<file path="src/rtl/div_mon_pkg.sv">
// div_mon_pkg -- shared types and constants for the divided-clock period monitor.
//   state_e     : monitor FSM states (IDLE, ARM, MEASURE)
//   ERR_CNT_W   : width of the saturating error counter
//   err_sat_inc : saturating increment for the error counter
package div_mon_pkg;

   localparam int unsigned ERR_CNT_W = 8;

   typedef enum logic [1:0] {
      IDLE    = 2'd0,
      ARM     = 2'd1,
      MEASURE = 2'd2
   } state_e;

   function automatic logic [ERR_CNT_W-1:0] err_sat_inc(input logic [ERR_CNT_W-1:0] v);
      return (v == {ERR_CNT_W{1'b1}}) ? v : v + 1'b1;
   endfunction

endpackage

</file>
<file path="src/rtl/div_mon_edge_det.sv">
// div_mon_edge_det -- rising-edge detector for the divided clock under test.
// Optional feature macro: DIV_MON_SYNC_EN adds a two-flop synchronizer (reset to 0)
// in front of the edge detector; every event is then delayed by exactly 2 clk cycles.
// Ports:
//   clk    : sole clock
//   rst    : asynchronous active-low reset
//   div_in : divided-clock level under test
//   rise   : high for one cycle when the (optionally synchronized) level goes 0 -> 1
module div_mon_edge_det (
   input  logic clk,
   input  logic rst,
   input  logic div_in,
   output logic rise
);

   logic div_s;
   logic div_q;

`ifdef DIV_MON_SYNC_EN
   logic sync1_q;
   logic sync2_q;

   always_ff @(posedge clk or negedge rst) begin
      if (!rst) begin
         sync1_q <= 1'b0;
         sync2_q <= 1'b0;
      end else begin
         sync1_q <= div_in;
         sync2_q <= sync1_q;
      end
   end

   assign div_s = sync2_q;
`else
   // Without the synchronizer div_in must already be synchronous to clk.
   assign div_s = div_in;
`endif

   always_ff @(posedge clk or negedge rst) begin
      if (!rst) begin
         div_q <= 1'b0;
      end else begin
         div_q <= div_s;
      end
   end

   assign rise = div_s & ~div_q;

endmodule

</file>
<file path="src/rtl/div_period_monitor.sv">
// div_period_monitor -- measures the period (in clk cycles) of a divided clock and
// reports lock when LOCK_N consecutive periods equal exp_period.
// Optional feature macro: DIV_MON_SYNC_EN (input synchronizer, see div_mon_edge_det).
// Parameters:
//   CNT_W  : period counter width
//   LOCK_N : consecutive matching periods required for lock
// Ports:
//   clk, rst     : clock and asynchronous active-low reset
//   enable       : monitor enable; low forces IDLE and drops lock
//   div_in       : divided-clock level under test
//   exp_period   : expected period; 0 and 1 never match
//   period       : last measured period
//   period_valid : one-cycle pulse when period updates
//   locked       : LOCK_N consecutive matching periods seen
//   mismatch     : one-cycle pulse on a non-matching period
//   overflow     : one-cycle pulse when the counter saturates without a rising edge
//   err_cnt      : saturating count of mismatch and overflow events
module div_period_monitor
   import div_mon_pkg::*;
#(
   parameter int unsigned CNT_W  = 16,
   parameter int unsigned LOCK_N = 4
) (
   input  logic                 clk,
   input  logic                 rst,
   input  logic                 enable,
   input  logic                 div_in,
   input  logic [CNT_W-1:0]     exp_period,
   output logic [CNT_W-1:0]     period,
   output logic                 period_valid,
   output logic                 locked,
   output logic                 mismatch,
   output logic                 overflow,
   output logic [ERR_CNT_W-1:0] err_cnt
);

   localparam int unsigned MATCH_W = $clog2(LOCK_N + 1);
   localparam logic [MATCH_W-1:0] LockCnt = MATCH_W'(LOCK_N);

   logic rise;

   state_e                 state_q, state_d;
   logic [CNT_W-1:0]       cnt_q, cnt_d;
   logic [MATCH_W-1:0]     match_q, match_d;
   logic [CNT_W-1:0]       period_q, period_d;
   logic                   period_valid_q, period_valid_d;
   logic                   locked_q, locked_d;
   logic                   mismatch_q, mismatch_d;
   logic                   overflow_q, overflow_d;
   logic [ERR_CNT_W-1:0]   err_cnt_q, err_cnt_d;
   logic                   period_match;
   logic [MATCH_W-1:0]     match_inc;

   div_mon_edge_det u_edge_det (
      .clk    (clk),
      .rst    (rst),
      .div_in (div_in),
      .rise   (rise)
   );

   always_comb begin
      // exp_period of 0 or 1 can never describe a real period, so never match it.
      period_match = (cnt_q == exp_period) && (exp_period > CNT_W'(1));
      match_inc    = (match_q == LockCnt) ? match_q : match_q + MATCH_W'(1);

      state_d        = state_q;
      cnt_d          = cnt_q;
      match_d        = match_q;
      period_d       = period_q;
      period_valid_d = 1'b0;
      locked_d       = locked_q;
      mismatch_d     = 1'b0;
      overflow_d     = 1'b0;
      err_cnt_d      = err_cnt_q;

      // Disable takes priority over any edge seen in the same cycle.
      if (!enable) begin
         state_d  = IDLE;
         match_d  = '0;
         locked_d = 1'b0;
      end else begin
         case (state_q)
            IDLE: begin
               state_d = ARM;
            end
            ARM: begin
               // First edge only starts the count; a full period is needed to report.
               if (rise) begin
                  cnt_d   = CNT_W'(1);
                  state_d = MEASURE;
               end
            end
            MEASURE: begin
               if (rise) begin
                  period_d       = cnt_q;
                  period_valid_d = 1'b1;
                  cnt_d          = CNT_W'(1);
                  if (period_match) begin
                     match_d  = match_inc;
                     locked_d = (match_inc == LockCnt);
                  end else begin
                     mismatch_d = 1'b1;
                     match_d    = '0;
                     locked_d   = 1'b0;
                     err_cnt_d  = err_sat_inc(err_cnt_q);
                  end
               end else if (cnt_q == {CNT_W{1'b1}}) begin
                  // Counter saturated: abandon this measurement and re-arm.
                  overflow_d = 1'b1;
                  err_cnt_d  = err_sat_inc(err_cnt_q);
                  match_d    = '0;
                  locked_d   = 1'b0;
                  state_d    = ARM;
               end else begin
                  cnt_d = cnt_q + CNT_W'(1);
               end
            end
            default: begin
               state_d = IDLE;
            end
         endcase
      end
   end

   always_ff @(posedge clk or negedge rst) begin
      if (!rst) begin
         state_q        <= IDLE;
         cnt_q          <= '0;
         match_q        <= '0;
         period_q       <= '0;
         period_valid_q <= 1'b0;
         locked_q       <= 1'b0;
         mismatch_q     <= 1'b0;
         overflow_q     <= 1'b0;
         err_cnt_q      <= '0;
      end else begin
         state_q        <= state_d;
         cnt_q          <= cnt_d;
         match_q        <= match_d;
         period_q       <= period_d;
         period_valid_q <= period_valid_d;
         locked_q       <= locked_d;
         mismatch_q     <= mismatch_d;
         overflow_q     <= overflow_d;
         err_cnt_q      <= err_cnt_d;
      end
   end

   assign period       = period_q;
   assign period_valid = period_valid_q;
   assign locked       = locked_q;
   assign mismatch     = mismatch_q;
   assign overflow     = overflow_q;
   assign err_cnt      = err_cnt_q;

endmodule

</file>
<file path="config.mk">
export PLATFORM = sky130hd
export DESIGN_NAME = div_period_monitor
export DESIGN_NICKNAME = d
export VERILOG_FILES = /design/src/rtl/div_mon_pkg.sv /design/src/rtl/div_mon_edge_det.sv /design/src/rtl/div_period_monitor.sv
export SDC_FILE = /design/constraint.sdc
export NUM_CORES = 1
export LEC_CHECK = 0
export BUFFER_PORTS_ARGS = -buffer_cell sky130_fd_sc_hd__buf_2
export CAP_MARGIN = 5
export CORE_ASPECT_RATIO = 0.9
export CORE_MARGIN = 10
export CORE_UTILIZATION = 30
export CTS_CLUSTER_DIAMETER = 40
export DETAILED_ROUTE_END_ITERATION = 8
export PLACE_DENSITY = 0.6
export SKIP_LAST_GASP = 1
export SYNTH_ARGS = -nofsm -noshare
export SYNTH_HDL_FRONTEND = slang
export SYNTH_SLANG_ARGS = --single-unit
</file>
<file path="constraint.sdc">
create_clock -name clk -period 2 [get_ports clk]
set_clock_uncertainty 0.15 [all_clocks]
set_input_delay 0.4 -clock clk [delete_from_list [all_inputs] [get_ports clk]]
set_output_delay 0.4 -clock clk [all_outputs]
set_load 0.05 [all_outputs]
</file>
==> run summary, run 1 <==
Clk_lat worst skew: 0.31 ns
DRC Markers: 0
Vias in the first global route: 2122
Clock group share of total power: 35.0%
Post-Place Cells: 414
Die height: 107 um
Ys flop type: dfrtp_1
CTS H-Tree Depth: 2
Placed inst area: 3240 sq um
R2R depth: 7
Synth Area per Inst: 11.0 sq um
Critical R2R Capture: err_cnt[1]$_DFFE_PN0P_
Worst min path class: in2reg
Worst IR Drop VDD: 0.314 mV
Num rows: 31
Worst setup margin: -0.0793 ns
Synthesis Warnings: 0
Count leader, synth: dfrtp_1
Core Box Area: 8110 sq um
Synth Area in Adders: 1.98%
Sequential area share after synthesis: 49.6%
Proportion of netlist area held by the largest area contributor: 49.6%
Part of the power in registers: 50.4%
Post-synthesis mux area share: 7.59%
Design area: 3480 sq um
Synth Net Count: 254
Initial DRC count: 106
Setup crit end kind: flip-flop
Gr ovfl total: 0
HPWL Detailed: 5270 um
Internal: 0.00155 W
Initial antenna violation count: 0
Worst Tran Pin Value: 0.403 ns
Tcrit/Tclk final: 104%
Area contributors post-synth: dfrtp_1, mux2_2, xnor2_1
WP data required: 2.05 ns
Global-route wire length before repair: 10900 um
P_leak: 1.72 nW
FF-to-FF setup slack: -0.08 ns
Port bufs: 47
Root Driver: clkbuf_8
Average wire per standard cell: 15.8 um
Critical path arrival: 2.13 ns
Final setup fails: 6
Area grow syn2layout: 38.1%
CTS buffer count: 5
Via count: 2113
Clock Tree Buf Depth: 2
Failing checks: setup timing
Worst hold stages: 1
Reg clk slew, reported paths: 0.09 ns
Largest family of logic cells by synthesized area: simple AND/OR/NAND/NOR gates
Synth top cells by count: dfrtp_1, nor2_1, xnor2_1
Max-slew violation count: 0
DRT Pass-1 Iters: 4
Total power: 0.00210 W
Hold Fails Final Rpt: 0
Status: complete, but fails checks
CTS tree: done
Die area: 12500 sq um
Synth Cell Area: 2520 sq um
Comb power frac: 14.6%
Placer congestion estimate: 0.871
Synthesized flop and latch total: 50
Switching Fraction: 26.2%
Non-Filler Instances: 430
Crit Path Category: reg2reg
Asr flop ratio synth: 100%
DR vias/cell: 4.91
NumNets Final: 354
Distinct cells, synth: 39
Min Clock Period, post-route: 2.08 ns
RSZ-0062 raised after global routing: true
Number of primary I/O pins: 48
Maximum clock rate: 481 MHz
Routed WL: 6780 um
Cells after synthesis: 230
Psw: 0.000551 W
Ant diodes: 0
Synth Area in Compound Gates: 6.60%
Die width: 117 um
Hold Path Origin: div_in
Largest net degree at the start of global routing: 51
Top cell type by total area after synthesis: dfrtp_1
Pwr Density: 603 nW/um^2
Antenna-violating nets left: 0
Post-layout util: 43.0%
Crit Path Max Fanout: 7
Simple-gate portion of the synthesized area: 20.7%
Relative slew slack: 73.1%
GR Util All Layers: 11.0%
Setup crit start kind: flip-flop
Worst Hold End: u_edge_det.div_q$_DFF_PN0_
Layout cells sized above 1: 44.1%
Synth Area in XOR/XNOR: 11.1%
Initial Utilization: 31.1%
Max-Cap Viols: 0
TNS Setup: -0.316 ns
FF-to-FF Start: cnt_q[0]$_DFFE_PN0P_
Number of synthesized flops with an enable pin: 0
Clock sinks: 50
Fill cell count: 775
-- how the worst max path moves through the flow --
| stage | slack [ns] | cells past startpoint | end | startpoint |
|---|---|---|---|---|
| 6_report | -0.08 | 7 | err_cnt[1]$_DFFE_PN0P_ | cnt_q[0]$_DFFE_PN0P_ |
| 3_5_place_dp | -0.20 | 8 | err_cnt[1]$_DFFE_PN0P_ | exp_period[1] |
| 4_1_cts | -0.09 | 8 | err_cnt[7]$_DFFE_PN0P_ | cnt_q[0]$_DFFE_PN0P_ |
| 5_1_grt | -0.20 | 8 | err_cnt[7]$_DFFE_PN0P_ | cnt_q[0]$_DFFE_PN0P_ |
| 3_3_place_gp | -0.14 | 8 | err_cnt[1]$_DFFE_PN0P_ | exp_period[2] |
| 2_1_floorplan | -0.13 | 8 | cnt_q[14]$_DFFE_PN0P_ | cnt_q[1]$_DFFE_PN0P_ |
-- state kept, by name (all words and copies together), names as in the netlist --
name,cells
err_cnt,8
state_q,2
match_q,3
locked,1
overflow,1
u_edge_det.div_q,1
mismatch,1
period_valid,1
cnt_q,16
period,16
-- power by group through the flow --
stage	registers [W]	logic (W)	clock network (W)
detailed placement	0.00108	0.000264	0
global placement	0.00108	0.000260	0
finish	0.00106	0.000306	0.000736
CTS	0.00106	0.000285	0.000761
global route	0.00106	0.000333	0.000793
floorplan	0.00113	0.0000793	0
-- placed cells by master (no fill, tap or decap), types with 2 or more instances in the layout --
cell       n
nor3_2     2
dfrtp_1   49
nor2b_1    3
buf_12     3
nor4_1     4
clkbuf_8   5
nand3_1   11
inv_1      3
buf_4     50
nand4_1   10
a21oi_1    2
and2_1     3
nand2b_1   2
nor2_2     2
and4_1     3
nor2_1    22
xor2_1    11
and3_1     2
ha_1       3
nor4_4     2
o41ai_1    2
a22o_1     3
buf_2     47
xnor2_1   20
o21ai_0    9
nand2_1   12
nor3_1     3
nor3b_2    2
mux2_2    16
-- metal layers --
layer	track usage, %	wire, um
met4	2.38	50
met2	18.1	3300
met5	0	0
met3	2.73	348
met1	14.3	3090
-- critical path, stage by stage, from the launching register on --
cell       delay, ns
dfrtp_1         0.37
ha_2            0.19
nand3_2         0.09
and4bb_4        0.35
or2b_4          0.14
o2111ai_4       0.17
nor2_2          0.20
mux2_4          0.31
-- kinds of logic (layout without fill, tap and decap cells) --
kind of cell	Yosys count	count (layout)
xor gates and xnor gates	32	32
DFF	50	50
buffers and inverters	12	113
AOI/OAI and AO/OA	22	22
muxes	17	17
and+or+nand+nor	93	93
adders and majority gates	4	4
-- stage by stage --
step           hold WS, ns  setup WS [ns]
2_1_floorplan      -0.0456         -0.129
3_3_place_gp         0.261         -0.144
3_5_place_dp         0.262         -0.199
4_1_cts             0.0729        -0.0884
5_1_grt             0.0670         -0.197
6_report            0.0756        -0.0793
-- final cells by class --
class | instances | area, sq um | area share [%]
multi-input combinational | 168 | 1300 | 37.2
sequential | 50 | 1250 | 36.0
timing repair buffer | 101 | 681 | 19.5
tap | 99 | 124 | 3.56
clock buffer | 5 | 68.8 | 1.98
clock inverter | 3 | 43.8 | 1.26
inverter | 4 | 17.5 | 0.503
-- timing repair --
item,CTS,global route
hold buffers,1,0
pin swaps,0,4
endpoints found under the setup margin,20,20
hold endpoints to repair,50,0
buffers inserted,2,5
gates resized for setup,3,10
No activity file was read; power rests on OpenSTA's default activity.
==> run 2, diff against run 1 <==
Settings changed: CORE_ASPECT_RATIO 0.9 to default, SLEW_MARGIN from default to 5.
==> run summary, run 2 (synthesis gave the netlist of run 1 again) <==
Delay-heaviest family, CP: simple AND/OR/NAND/NOR gates
Ant diodes: 0
Maximum clock rate: 482 MHz
Pwr Density: 591 nW/um^2
DRC Markers: 0
Clk_lat worst skew: 0.31 ns
Hold Fails Final Rpt: 0
Status: complete, but fails checks
Clock sinks: 50
NumNets Final: 347
Post-Place Cells: 414
GR Util All Layers: 10.6%
Crit Path Max Fanout: 8
Non-Filler Instances: 429
HPWL Detailed: 5270 um
Die width: 112 um
Worst IR Drop VDD: 0.326 mV
Layout cells sized above 1: 44.4%
Port bufs: 47
TNS Setup: -0.210 ns
Crit-path slowest cell: dfrtp_1
Design area: 3470 sq um
Placed inst area: 3220 sq um
Setup crit end kind: flip-flop
CTS H-Tree Depth: 2
DRT Pass-1 Iters: 4
Die height: 112 um
Number of primary I/O pins: 48
Average wire per standard cell: 15.7 um
Area grow syn2layout: 37.7%
Root Driver: clkbuf_8
Via count: 2069
Routed WL: 6760 um
Gr ovfl total: 0
Initial Utilization: 30.7%
Initial DRC count: 105
Tcrit/Tclk final: 104%
Worst Path Buf+Inv: 0
Worst hold stages: 2
Min Clock Period, post-route: 2.08 ns
Crit path cell chain: and4_1, and4bb_4, a21o_2, or4_1, xnor2_1, nor2_1
Placer congestion estimate: 0.949
Hold Path Origin: div_in
Most common cell after layout, fill and taps aside: dfrtp_1
FF-to-FF setup slack: -0.08 ns
CTS buffer count: 5
Core Box Area: 8220 sq um
Worst min path class: in2reg
RSZ-0062 raised after global routing: true
Worst slack, placed: -0.156 ns
Max-Cap Viols: 0
Most frequent cells in the layout: dfrtp_1, buf_2, buf_4
Initial antenna violation count: 0
Largest net degree at the start of global routing: 20
FF-to-FF Start: cnt_q[9]$_DFFE_PN0P_
Antenna-violating nets left: 0
CTS tree: done
Global-route wire length before repair: 11100 um
Critical path's largest stage delay: 0.45 ns
Setup crit start kind: flip-flop
Vias in the first global route: 2257
Worst setup margin: -0.0764 ns
Final setup fails: 8
Clock Tree Buf Depth: 2
Crit Path Category: reg2reg
Worst Tran Pin Value: 0.500 ns
Failing checks: setup timing
P_leak: 1.69 nW
Die area: 12500 sq um
DR vias/cell: 4.82
Relative slew slack: 66.4%
Max-slew violation count: 0
Reg clk slew, reported paths: 0.09 ns
R2R depth: 6
WP data required: 2.05 ns
Critical path arrival: 2.13 ns
Critical R2R Capture: cnt_q[14]$_DFFE_PN0P_
Num rows: 33
Worst Hold End: u_edge_det.div_q$_DFF_PN0_
==> run 2: stage by stage <==
step | hold WS (ns) | utilization (%) | power, W
CTS | 0.161 | 41.1 | 0.00207
floorplan | -0.0456 | - | 0.00121
global route | 0.175 | 42.3 | 0.00214
finish | 0.161 | 42.3 | 0.00205
global placement | 0.253 | 39.2 | 0.00133
detailed placement | 0.253 | 39.2 | 0.00134
==> run 2: power breakdown <==
part           internal, W  leakage, nW  switching, W  total, W
Sequential         0.00104        0.686     0.0000200   0.00106
Clock             0.000369       0.0579      0.000351  0.000720
Combinational     0.000119        0.942      0.000157  0.000276
==> run 2: layout make-up <==
class                      instances  area (sq um)
fill                             788          4740
multi-input combinational        168          1320
sequential                        50          1250
timing repair buffer              94           643
tap                              105           131
clock buffer                       5          68.8
clock inverter                     3          40.0
inverter                           4          15.0
==> run 2: how the worst max path moves through the flow <==
stage / startpoint / endpoint / slack [ns] / cells past startpoint
after floorplan: cnt_q[1]$_DFFE_PN0P_ / cnt_q[14]$_DFFE_PN0P_ / -0.13 / 8
after global routing: cnt_q[0]$_DFFE_PN0P_ / err_cnt[5]$_DFFE_PN0P_ / -0.16 / 8
after detailed placement: cnt_q[0]$_DFFE_PN0P_ / cnt_q[3]$_DFFE_PN0P_ / -0.16 / 8
after global placement: exp_period[8] / err_cnt[1]$_DFFE_PN0P_ / -0.15 / 6
final: cnt_q[9]$_DFFE_PN0P_ / cnt_q[14]$_DFFE_PN0P_ / -0.08 / 6
after CTS: cnt_q[1]$_DFFE_PN0P_ / cnt_q[7]$_DFFE_PN0P_ / -0.08 / 7
==> run 2: metal layers <==
layer,up-vias,track usage (%),wire [um]
li1,1008,-,-
met3,4,3.86,513
met2,54,16.7,3140
met4,0,3.17,39
met5,-,0,0
met1,1003,13.1,3060
==> run 2: what timing repair did <==
item,in CTS,in global routing
resized for setup,7,16
pin swaps,1,5
endpoints found under the hold margin,17,0
setup buffers,1,6
hold buffers,1,0
endpoints found under the setup margin,23,26
